<file path="src/rtl/instruction_fetch_unit.sv">
// uDLX fetch stage: PC, single-outstanding imem read handshake, instruction
// register with a one-entry skid buffer, and redirect handling with in-flight discard.
module instruction_fetch_unit #(
    parameter int PC_WIDTH = 32,
    parameter int INSTRUCTION_WIDTH = 32,
    parameter logic [PC_WIDTH-1:0] RESET_PC = '0
) (
    input  logic                         clk,
    input  logic                         rst,
    input  logic                         stall_in,
    input  logic                         redirect_in,
    input  logic [PC_WIDTH-1:0]          redirect_pc_in,
    output logic                         imem_req_out,
    output logic [PC_WIDTH-1:0]          imem_addr_out,
    input  logic                         imem_ack_in,
    input  logic [INSTRUCTION_WIDTH-1:0] imem_data_in,
    output logic [INSTRUCTION_WIDTH-1:0] instruction_out,
    output logic [PC_WIDTH-1:0]          pc_out,
    output logic                         instruction_valid_out
);

    typedef enum logic [1:0] {
        IDLE    = 2'd0,
        FETCH   = 2'd1,
        DISCARD = 2'd2
    } state_t;

    localparam logic [PC_WIDTH-1:0] PC_STEP    = PC_WIDTH'(4);
    localparam logic [PC_WIDTH-1:0] ALIGN_MASK = ~PC_WIDTH'(3);

    state_t                         state, state_n;
    logic [PC_WIDTH-1:0]            pc, pc_n;
    logic [PC_WIDTH-1:0]            addr_q, addr_n;
    logic                           vld_p1, vld_p1_n;
    logic [INSTRUCTION_WIDTH-1:0]   ir_data_p1, ir_data_n;
    logic [PC_WIDTH-1:0]            ir_pc_p1, ir_pc_n;
    logic                           skid_vld, skid_vld_n;
    logic [INSTRUCTION_WIDTH-1:0]   skid_data, skid_data_n;
    logic [PC_WIDTH-1:0]            skid_pc, skid_pc_n;
    logic                           ack_fetch;
    logic                           consume;

    always_comb begin
        state_n     = state;
        pc_n        = pc;
        vld_p1_n    = vld_p1;
        ir_data_n   = ir_data_p1;
        ir_pc_n     = ir_pc_p1;
        skid_vld_n  = skid_vld;
        skid_data_n = skid_data;
        skid_pc_n   = skid_pc;
        ack_fetch   = imem_ack_in && (state == FETCH);
        consume     = vld_p1 && !stall_in;

        if (redirect_in) begin
            vld_p1_n   = 1'b0;
            skid_vld_n = 1'b0;
            pc_n       = redirect_pc_in & ALIGN_MASK;
            // An outstanding read must still complete; its word is thrown away.
            case (state)
                IDLE:    state_n = FETCH;
                default: state_n = imem_ack_in ? IDLE : DISCARD;
            endcase
        end else begin
            if (ack_fetch) begin
                pc_n = pc + PC_STEP;
            end

            if (consume && skid_vld) begin
                vld_p1_n    = 1'b1;
                ir_data_n   = skid_data;
                ir_pc_n     = skid_pc;
                skid_vld_n  = ack_fetch;
                skid_data_n = imem_data_in;
                skid_pc_n   = pc;
            end else if (consume || !vld_p1) begin
                vld_p1_n  = ack_fetch;
                ir_data_n = imem_data_in;
                ir_pc_n   = pc;
            end else if (ack_fetch) begin
                skid_vld_n  = 1'b1;
                skid_data_n = imem_data_in;
                skid_pc_n   = pc;
            end

            // A new request is only issued when the returned word has somewhere to go.
            case (state)
                IDLE:    state_n = skid_vld_n ? IDLE : FETCH;
                FETCH:   if (imem_ack_in) state_n = skid_vld_n ? IDLE : FETCH;
                DISCARD: if (imem_ack_in) state_n = IDLE;
                default: state_n = IDLE;
            endcase
        end

        // Address is frozen for the whole life of an outstanding request.
        addr_n = (state != IDLE && !imem_ack_in) ? addr_q : pc_n;
    end

    // Stage p1: control registers
    always_ff @(posedge clk) begin
        if (rst) begin
            state    <= IDLE;
            pc       <= RESET_PC;
            addr_q   <= RESET_PC;
            vld_p1   <= 1'b0;
            skid_vld <= 1'b0;
        end else begin
            state    <= state_n;
            pc       <= pc_n;
            addr_q   <= addr_n;
            vld_p1   <= vld_p1_n;
            skid_vld <= skid_vld_n;
        end
    end

    // Stage p1: data registers, qualified by vld_p1 / skid_vld
    always_ff @(posedge clk) begin
        ir_data_p1 <= ir_data_n;
        ir_pc_p1   <= ir_pc_n;
        skid_data  <= skid_data_n;
        skid_pc    <= skid_pc_n;
    end

    assign imem_req_out          = (state != IDLE);
    assign imem_addr_out         = addr_q;
    assign instruction_valid_out = vld_p1;
    assign instruction_out       = vld_p1 ? ir_data_p1 : '0;
    assign pc_out                = vld_p1 ? ir_pc_p1 : '0;

endmodule

</file>
<file path="config.mk">
export PLATFORM = sky130hd
export DESIGN_NAME = instruction_fetch_unit
export DESIGN_NICKNAME = d
export VERILOG_FILES = /design/src/rtl/instruction_fetch_unit.sv
export SDC_FILE = /design/constraint.sdc
export NUM_CORES = 1
export LEC_CHECK = 0
export CAP_MARGIN = 20
export CORE_MARGIN = 5
export CORE_UTILIZATION = 51
export DETAILED_ROUTE_END_ITERATION = 10
export GPL_TIMING_DRIVEN = 1
export PLACE_DENSITY_LB_ADDON = 0.1
export SLEW_MARGIN = 10
export SYNTH_ARGS = -nofsm -noshare
export SYNTH_HDL_FRONTEND = slang
export SYNTH_SLANG_ARGS = --single-unit
export TNS_END_PERCENT = 50
</file>
<file path="constraint.sdc">
create_clock -name clk -period 10 [get_ports clk]
set_clock_uncertainty 0.2 [all_clocks]
set_input_delay 2 -clock clk [delete_from_list [all_inputs] [get_ports clk]]
set_output_delay 2 -clock clk [all_outputs]
set_load 0.05 [all_outputs]
</file>
---- Word-level counts from Yosys, hierarchy flattened ----
Index checks and enable logic that the tools add are counted.
word-level totals
  word-level logic and storage cells ...... 59
  latch bits .............................. 0
  flip-flop bits (word level) ............. 196
  output and inout bits ................... 98
  input port bits ......................... 69
  memory bits (writable) .................. 0
  memories kept ........................... 0
  ROM bits ................................ 0
cells by class
  multiplexer cells ....................... 27
  multiply operators ...................... 0
  add/sub/neg operators ................... 1
  shifts and indexed selects .............. 0
  reductions and logical operators ........ 16
  eq/ne operators ......................... 5
  bitwise gates (word level) .............. 1
  div/mod/pow operators ................... 0
  order comparisons ....................... 0
operator list
  operator                                                          count
  32-bit two-way mux                                                14
  32-bit by 3-bit adder with 32-bit output (second input constant)  1
  2-bit two-way mux                                                 5
  1-bit two-way mux                                                 7
  3-bit != test (second input constant)                             2
  2-bit case mux with 3 select lines                                1
  2-bit nonzero test                                                3
  1-bit logical AND                                                 4
  2-bit AND reduction                                               2
  1-bit logical NOT                                                 3
  3-bit AND reduction                                               1
  2-bit by 1-bit == test with 1-bit output (second input constant)  1
  2-bit == test (second input constant)                             1
  2-bit logical NOT                                                 1
  2-bit != test (second input constant)                             1
  2-bit OR reduction                                                1
  1-bit logical OR                                                  1
  1-bit NOT                                                         1

---- Logic depth before layout (Yosys ltp) ----
Gate-level depths: netlist of the first run.
  depth in word-level cells ............... 10
  mapped depth ............................ 7

---- Worst setup path after synthesis of the first run ----
No wires, ideal clock.
  path kind ............................... input to register
  start point ............................. input redirect_in
  end point ............................... register skid_data[0], enable pin
  buffers on the path ..................... 3
  cell stages on the path ................. 4
  required time ........................... 9222 ps
  slack ................................... 1913 ps
  data arrival time ....................... 7309 ps
  cell sequence ........................... clkbuf_1 > clkbuf_1 > buf_1 > nor3b_1
between the ends
  cells in the longest elaborated chain, start to end .. 2
RTL lines
  item                                  line  source
  start: declaration                    11    input logic redirect_in,
  1-bit NOT (no source line)            --
  3-bit AND reduction (no source line)  --
  end signal: assignment                120   skid_data <= skid_data_n;
  end: declaration                      38    logic [INSTRUCTION_WIDTH-1:0] skid_data, skid_data_n;
Every way passes these cells.
A chain may end at the register's enable or synchronous reset.

---- Worst setup path after layout of the first run ----
  start point ............................. input imem_ack_in
  end point ............................... register skid_pc[25], enable pin
between the ends
  cells in the longest elaborated chain, start to end .. 3
RTL lines
  item                                  line  source
  start: declaration                    15    input logic imem_ack_in,
  1-bit logical AND                     52    ack_fetch = imem_ack_in && (state == FETCH);
  2-bit nonzero test (no source line)   --
  3-bit AND reduction (no source line)  --
  end signal: assignment                121   skid_pc <= skid_pc_n;
  end: declaration                      39    logic [PC_WIDTH-1:0] skid_pc, skid_pc_n;
Every way passes these cells.

==> results of run 1 <==
-- logic make-up (layout without fill, tap and decap cells) --
logic type / count (synthesis) / after routing / share of synthesized area [%]
xor gates and xnor gates: 10 / 10 / 1.07
and+or+nand+nor: 224 / 224 / 15.5
AOI/OAI and AO/OA: 88 / 88 / 7.99
buffers and inverters: 42 / 209 / 2.03
DFF: 196 / 196 / 63.6
muxes: 71 / 71 / 9.66
adders and majority gates: 1 / 1 / 0.153
-- final cells by class --
class	instances	area share, %
Multi-Input combinational cell	394	26.8
Inverter	5	0.177
Timing Repair Buffer	172	16.2
Clock inverter	13	0.957
Clock buffer	19	4.18
Tap cell	216	2.55
Sequential cell	196	49.2
-- state kept, by name (all words and copies together), names as in the netlist --
| name | flops |
|---|---|
| ir_pc_p1 | 32 |
| imem_addr_out | 32 |
| skid_pc | 32 |
| skid_data | 32 |
| pc | 32 |
| instruction_valid_out | 1 |
| ir_data_p1 | 32 |
| state | 2 |
| skid_vld | 1 |
-- layout by cell type, fill, tap and decap left out, types with 8 or more instances in the layout --
cell type / count
nor3_1: 18
a21oi_1: 12
o21ai_0: 12
dfxtp_1: 67
nand2_1: 21
nand3_1: 22
and2_1: 67
mux2_2: 64
clkdlybuf4s50_1: 164
edfxtp_1: 128
clkbuf_16: 17
nand4_1: 13
a311oi_1: 8
nor2_1: 37
-- per-layer routing --
metal,vias to the layer above,global-route usage (%)
li1,2677,-
met1,2750,27.3
met2,193,34.3
met3,24,5.48
met4,0,6.89
met5,-,0
-- power by group through the flow --
| stage | combinational (mW) | clock, mW | sequential (mW) |
|---|---|---|---|
| 3_3_place_gp | 0.194 | 0 | 0.944 |
| 6_report | 0.199 | 0.631 | 0.927 |
| 4_1_cts | 0.199 | 0.641 | 0.928 |
| 3_5_place_dp | 0.198 | 0 | 0.946 |
| 2_1_floorplan | 0.0828 | 0 | 0.975 |
| 5_1_grt | 0.212 | 0.674 | 0.932 |
-- worst max-delay path, stage by stage --
cell,delay [ns]
clkdlybuf4s50_1,0.63
and3b_1,0.39
a21oi_1,0.13
nor3b_2,0.79
buf_4,0.74
-- metrics by stage --
step                      cell area (sq um)  hold slack [ns]  utilization (%)
after global routing                  10600            0.282             66.9
after detailed placement              10000            0.248             63.4
final                                 10600            0.259             66.9
after floorplan                        8190            0.203                -
after global placement                10000            0.241             63.4
after CTS                             10600            0.265             66.8
-- final timing paths --
path                                        from          endpoint  slack [ns]
worst max-delay path                 imem_ack_in       skid_pc[25]        5.11
worst max register to register          state[0]       skid_pc[25]        6.90
worst min register to register  imem_addr_out[5]  imem_addr_out[5]        0.26
worst min-delay path            imem_addr_out[5]  imem_addr_out[5]        0.26
==> impl_metrics.toml, run 1 <==
[power_and_ir_drop]
power_leakage_nw = 3.74
p_seq_share_pct = 52.7
power_switching_uw = 446
p_total_mw = 1.76
p_clk_share_pct = 35.9
share_comb_of_total_power_pct = 11.3
switching_share_pct = 25.4
ir_drop_mv = 0.128
internal_power_mw = 1.31
power_density_mw_per_mm2 = 166

[logic_synthesis]
synthArstFlopShare_pct = 0
synth_edf_count = 128
ys_types = 58
synth_top_area_cell = "edfxtp_1"
synthTopCellsByCount = "edfxtp_1, dfxtp_1, and2_1"
yosysSeqAreaShare_pct = 63.6
synth_ff_type = "edfxtp_1"
synth.avg_cell_area_sq_um = 13.0
syn_area_sq_mm = 0.00819
yosys-top-cells-area = "edfxtp_1, dfxtp_1, mux2_2"
yosysMostFrequentCell = "edfxtp_1"
synth_top_area_share_pct = 46.9
syn_inst = 632
yosys_warnings = 0
synth.net_count = 702
ys_ff_latch = 196

[critical_path]
start_kind = "primary input"
critPathKind = "primary input to register"
crit_fanout = 54
crit_required_ns = 9.86
r2r_cells = 4
end_kind = "register"
cp_data_arrival_time_ns = 4.75

[timing]
worstMarginPinSlew_ns = 0.985
fmax_mhz = 205
hold_viol = 0
final-setup-viol-count = 0
slew_headroom_pct = 34.2
min_period_ns = 4.89
maxSlewViolCount = 0
fin_crit_sh_pct = 48.9
rsz0062_at_grt = "false"
setup_tns_ns = 0
setup_ws_ns = 5.11

[global_routing]
grt_pass1_wl_um = 30000
antenna_found_initial = 0
grt_pass1_vias = 5665
grt.total_usage_pct = 20.9
grt_max_degree = 72
grt_overflow = 0

[routing]
top_layer_used = "met4"
wl_met2_um = 9330
m1WireLength_um = 8140
dr.first_iter.drc_count = 385
met3WireLength_um = 1330
final_antenna_net_count = 0
firstDrtPassIters = 4
drc_errors = 0
viasPerCell = 5.56
routed_wl_um = 19100
vias = 5644
drt-wirelength-per-cell_um = 18.8

[worst_hold_path]
hold_depth = 2
min_path_type = "register to register"

[floorplanning]
die_h_um = 137
initial_core_util_pct = 51.7
placementRows = 46
die_x_um = 137
coreArea_sq_mm = 0.0158
io_pins = 167
dieArea_sq_mm = 0.0187

[clock_network]
clock-root-buffer = "clkbuf_16"
htree_levels = 4
clk_path_buf_depth = 2
tritoncts = "built"
postCtsSetupBuffers = 0
cts_hold_buffers = 0
clock_sinks = 196
clk_pin_slew_ns = 0.07
cts_resized = 0
insertion_delay_ns = 0.43
cts-buffers-inserted = 17

[final_layout]
layout.cells.non_filler = 1015
fin_nets = 856
seqCellArea_sq_mm = 0.00521
drive_gt1_share_pct = 15.3
syn_to_final_growth_pct = 29.4
fillCellCount = 1176
multi_input_area_sq_mm = 0.00284
antennaDiodeCount = 0

[placement]
numPlacedInstances = 982
io_buffers = 164
routabilityCongestion = 0.808
pre_cts_slack_ns = 4.61
dp_hpwl_um = 12600

[status]
status = "completed"

[run]
drv_cap = 0
Note: power is estimated with default switching activity, not from simulation.
==> inputs of run 2 (changes only) <==
clock period = 5.05 ns   (was 10 ns; I/O delays follow)
==> impl_metrics.toml, run 2 (synthesis gave the netlist of run 1 again) <==
[clock_network]
clock-root-buffer = "clkbuf_16"
cts_hold_buffers = 0
insertion_delay_ns = 0.43
clk_pin_slew_ns = 0.07
tritoncts = "built"
postCtsSetupBuffers = 0
clk_path_buf_depth = 2
htree_levels = 4
cts-buffers-inserted = 17
cts_resized = 0
clock_sinks = 196

[power_and_ir_drop]
power_leakage_nw = 3.83
p_seq_share_pct = 50.5
switching_share_pct = 25.2
power_density_mw_per_mm2 = 338
power_switching_uw = 917
ir_drop_mv = 0.280
internal_power_mw = 2.72
p_clk_share_pct = 38.5
share_comb_of_total_power_pct = 11.0

[global_routing]
grt.total_usage_pct = 20.9
grt_overflow = 0
grt_pass1_vias = 5822
grt_max_degree = 72
antenna_found_initial = 0
grt_pass1_wl_um = 30500

[critical_path]
crit_fanout = 59
end_kind = "primary output"
critPathKind = "register to primary output"
start_kind = "register"
cp_data_arrival_time_ns = 2.21
crit_required_ns = 3.84
r2r_cells = 6

[final_layout]
final_cell_mix = "clkdlybuf4s50_1, edfxtp_1, and2_1, dfxtp_1, mux2_2"
antennaDiodeCount = 0
layout.cells.non_filler = 1018
syn_to_final_growth_pct = 31.2
fin_nets = 859
final_common_cell = "clkdlybuf4s50_1"
drive_gt1_share_pct = 15.7

[timing]
min_period_ns = 3.42
setup_ws_ns = 1.63
fmax_mhz = 292
worstMarginPinSlew_ns = 1.04
fin_crit_sh_pct = 67.8
hold_viol = 0
slew_headroom_pct = 30.3
final-setup-viol-count = 0
maxSlewViolCount = 0
rsz0062_at_grt = "false"

[routing]
final_antenna_net_count = 0
vias = 5717
routed_wl_um = 18900
firstDrtPassIters = 5
drt-wirelength-per-cell_um = 18.6
drc_errors = 0
viasPerCell = 5.62
dr.first_iter.drc_count = 443

[floorplanning]
coreArea_sq_mm = 0.0158
dieArea_sq_mm = 0.0187
placementRows = 46
die_h_um = 137
die_x_um = 137
io_pins = 167
initial_core_util_pct = 51.7

[placement]
routabilityCongestion = 0.864
pre_cts_slack_ns = 1.29
dp_hpwl_um = 12800
io_buffers = 164
numPlacedInstances = 984

[worst_hold_path]
hold_depth = 2
min_path_type = "register to register"

[run]
drv_cap = 0

[status]
status = "completed"
-- run 2: cell count changes in the layout (fill, tap and decap cells not counted), sizes merged --
cell / delta
buf: +3
bufinv: +1
clkinv: -4
clkinvlp: -3
inv: +6
-- run 2: worst paths after layout --
path	to	from	slack, ns
max	pc_out[30]	instruction_valid_out	1.63
min	imem_addr_out[5]	imem_addr_out[5]	0.25
max reg2reg	imem_addr_out[20]	pc[2]	2.34
min reg2reg	imem_addr_out[5]	imem_addr_out[5]	0.25
-- run 2: power groups by stage --
stage          logic [mW]  clock network (mW)  registers, mW
6_report            0.401                1.40           1.84
5_1_grt             0.427                1.50           1.85
4_1_cts             0.395                1.42           1.84
3_5_place_dp        0.392                   0           1.87
3_3_place_gp        0.386                   0           1.87
2_1_floorplan       0.164                   0           1.93
-- run 2: worst max-delay path, stage by stage (launching register included) --
cell and delay, ns:
dfxtp_2 0.51, buf_12 0.25, and2_1 0.19, clkdlybuf4s50_1 0.81
-- run 2: layout make-up --
| cell class | count | area, sq um |
|---|---|---|
| flip-flops and latches | 196 | 5210 |
| fillers | 1137 | 5080 |
| multi-input cells | 394 | 2840 |
| repair buffers | 175 | 1780 |
| clock buffers | 19 | 475 |
| well taps | 216 | 270 |
| clock inverters | 13 | 149 |
| inverters | 5 | 18.8 |
-- run 2: layer usage --
layer  up-vias  share of wire, %  GRT usage, %
li1       2694                 -             -
met1      2775                45          28.6
met2       218                47          33.0
met3        30               6.3          4.15
met4         0               2.0          8.29
met5         -                 0             0
-- run 2: metrics by stage --
stage	TNS (ns)	utilization [%]	power (mW)	area, sq um	hold WS [ns]
final	0	67.9	3.63	10700	0.250
after global routing	0	67.9	3.77	10700	0.279
after CTS	0	67.6	3.66	10700	0.252
after detailed placement	0	63.6	2.27	10100	0.242
after global placement	0	63.6	2.26	10100	0.238
after floorplan	-24.60	-	2.10	8190	0.203
==> inputs of run 3 (changes only) <==
clock period = 3.6 ns   (was 5.05 ns; I/O delays follow)
==> impl_metrics.toml, run 3 (synthesis gave the netlist of run 1 again) <==
[routing]
final_antenna_net_count = 0
routed_wl_um = 18900
firstDrtPassIters = 5
dr.first_iter.drc_count = 300
viasPerCell = 5.61
vias = 5745
drt-wirelength-per-cell_um = 18.5
drc_errors = 0

[final_layout]
fin_nets = 865
final_common_cell = "clkdlybuf4s50_1"
layout.cells.non_filler = 1024
drive_gt1_share_pct = 16.3
antennaDiodeCount = 0
final_cell_mix = "clkdlybuf4s50_1, edfxtp_1, and2_1, dfxtp_1, mux2_2"
syn_to_final_growth_pct = 30.8

[timing]
maxSlewViolCount = 0
hold_ws_ns = 0.266
hold_viol = 0
fmax_mhz = 311
rsz0062_at_grt = "false"
min_period_ns = 3.21
setup_tns_ns = 0
worstMarginPinSlew_ns = 0.661
fin_crit_sh_pct = 89.3
slew_headroom_pct = 55.7
final-setup-viol-count = 0

[power_and_ir_drop]
p_seq_share_pct = 52.2
ir_drop_mv = 0.340
internal_power_mw = 3.66
switching_share_pct = 26.0
share_comb_of_total_power_pct = 11.3
p_clk_share_pct = 36.5
p_total_mw = 4.94
power_density_mw_per_mm2 = 461
power_switching_mw = 1.28
power_leakage_nw = 3.82

[clock_network]
insertion_delay_ns = 0.43
clock_sinks = 196
tritoncts = "built"
htree_levels = 4
clk_path_buf_depth = 2
cts_resized = 0
postCtsSetupBuffers = 0
clock-root-buffer = "clkbuf_16"
cts_hold_buffers = 0
clk_pin_slew_ns = 0.07
cts-buffers-inserted = 17

[floorplanning]
placementRows = 46
coreArea_sq_mm = 0.0158
die_x_um = 137
dieArea_sq_mm = 0.0187
die_h_um = 137
io_pins = 167
initial_core_util_pct = 51.7

[run]
drv_cap = 0

[global_routing]
grt_overflow = 0
grt.total_usage_pct = 20.4
antenna_found_initial = 0
grt_max_degree = 50
grt_pass1_vias = 5801
grt_pass1_wl_um = 29800

[critical_path]
regToRegSetupSlack_ns = 0.94
crit_fanout = 47
end_kind = "primary output"
cp_data_arrival_time_ns = 2.29
start_kind = "register"
crit_required_ns = 2.68
critPathKind = "register to primary output"

[placement]
io_buffers = 164
dp_hpwl_um = 13200
routabilityCongestion = 0.885
numPlacedInstances = 992

[worst_hold_path]
min_path_type = "register to register"

[status]
status = "completed"
[run 3: changes by cell type in the layout (fill, tap and decap cells not counted)]
cell | before | now
bufinv_16 | 1 | 0
clkinv_4 | 0 | 2
clkinv_2 | 1 | 2
buf_16 | 1 | 0
clkbuf_16 | 19 | 17
buf_4 | 7 | 14
inv_6 | 6 | 5
clkinvlp_4 | 0 | 1
[run 3: metal layers]
metal	GRT usage [%]	wire length, um	up-vias
met5	0	0	-
met4	5.66	207	0
met3	4.85	1320	18
met2	34.3	9230	208
met1	26.5	8160	2809
li1	-	-	2710
[run 3: cell type report]
class / instances / area (sq um)
fill: 1166 / 5120
clock inverter: 15 / 140
clock buffer: 17 / 425
inverter: 5 / 18.8
timing repair buffer: 181 / 1810
sequential: 196 / 5210
multi-input combinational: 394 / 2840
tap: 216 / 270
[run 3: worst paths after layout]
path / startpoint / end / depth (start not counted)
worst max register to register: pc[2] / imem_addr_out[16] / 6
worst min register to register: imem_addr_out[5] / imem_addr_out[5] / 2
worst max-delay path: instruction_valid_out / pc_out[27] / 3
worst min-delay path: imem_addr_out[5] / imem_addr_out[5] / 2
[run 3: stage by stage]
step / area (sq um) / util [%] / setup slack [ns]
5_1_grt: 10700 / 67.7 / 0.218
3_3_place_gp: 10100 / 64.1 / 0.422
4_1_cts: 10700 / 67.7 / 0.340
2_1_floorplan: 8210 / - / 0.0227
6_report: 10700 / 67.7 / 0.386
3_5_place_dp: 10100 / 64.1 / 0.382
[run 3: worst max-delay path, stage by stage (launching register included)]
cell and delay (ns):
dfxtp_2 0.62, buf_12 0.25, and2_1 0.17, clkdlybuf4s50_1 0.81
[run 3: power by group through the flow]
stage / combinational (mW) / clock [mW] / sequential (mW)
2_1_floorplan: 0.232 / 0 / 2.71
3_3_place_gp: 0.548 / 0 / 2.62
3_5_place_dp: 0.559 / 0 / 2.63
4_1_cts: 0.563 / 1.84 / 2.58
5_1_grt: 0.595 / 1.93 / 2.59
6_report: 0.558 / 1.80 / 2.58
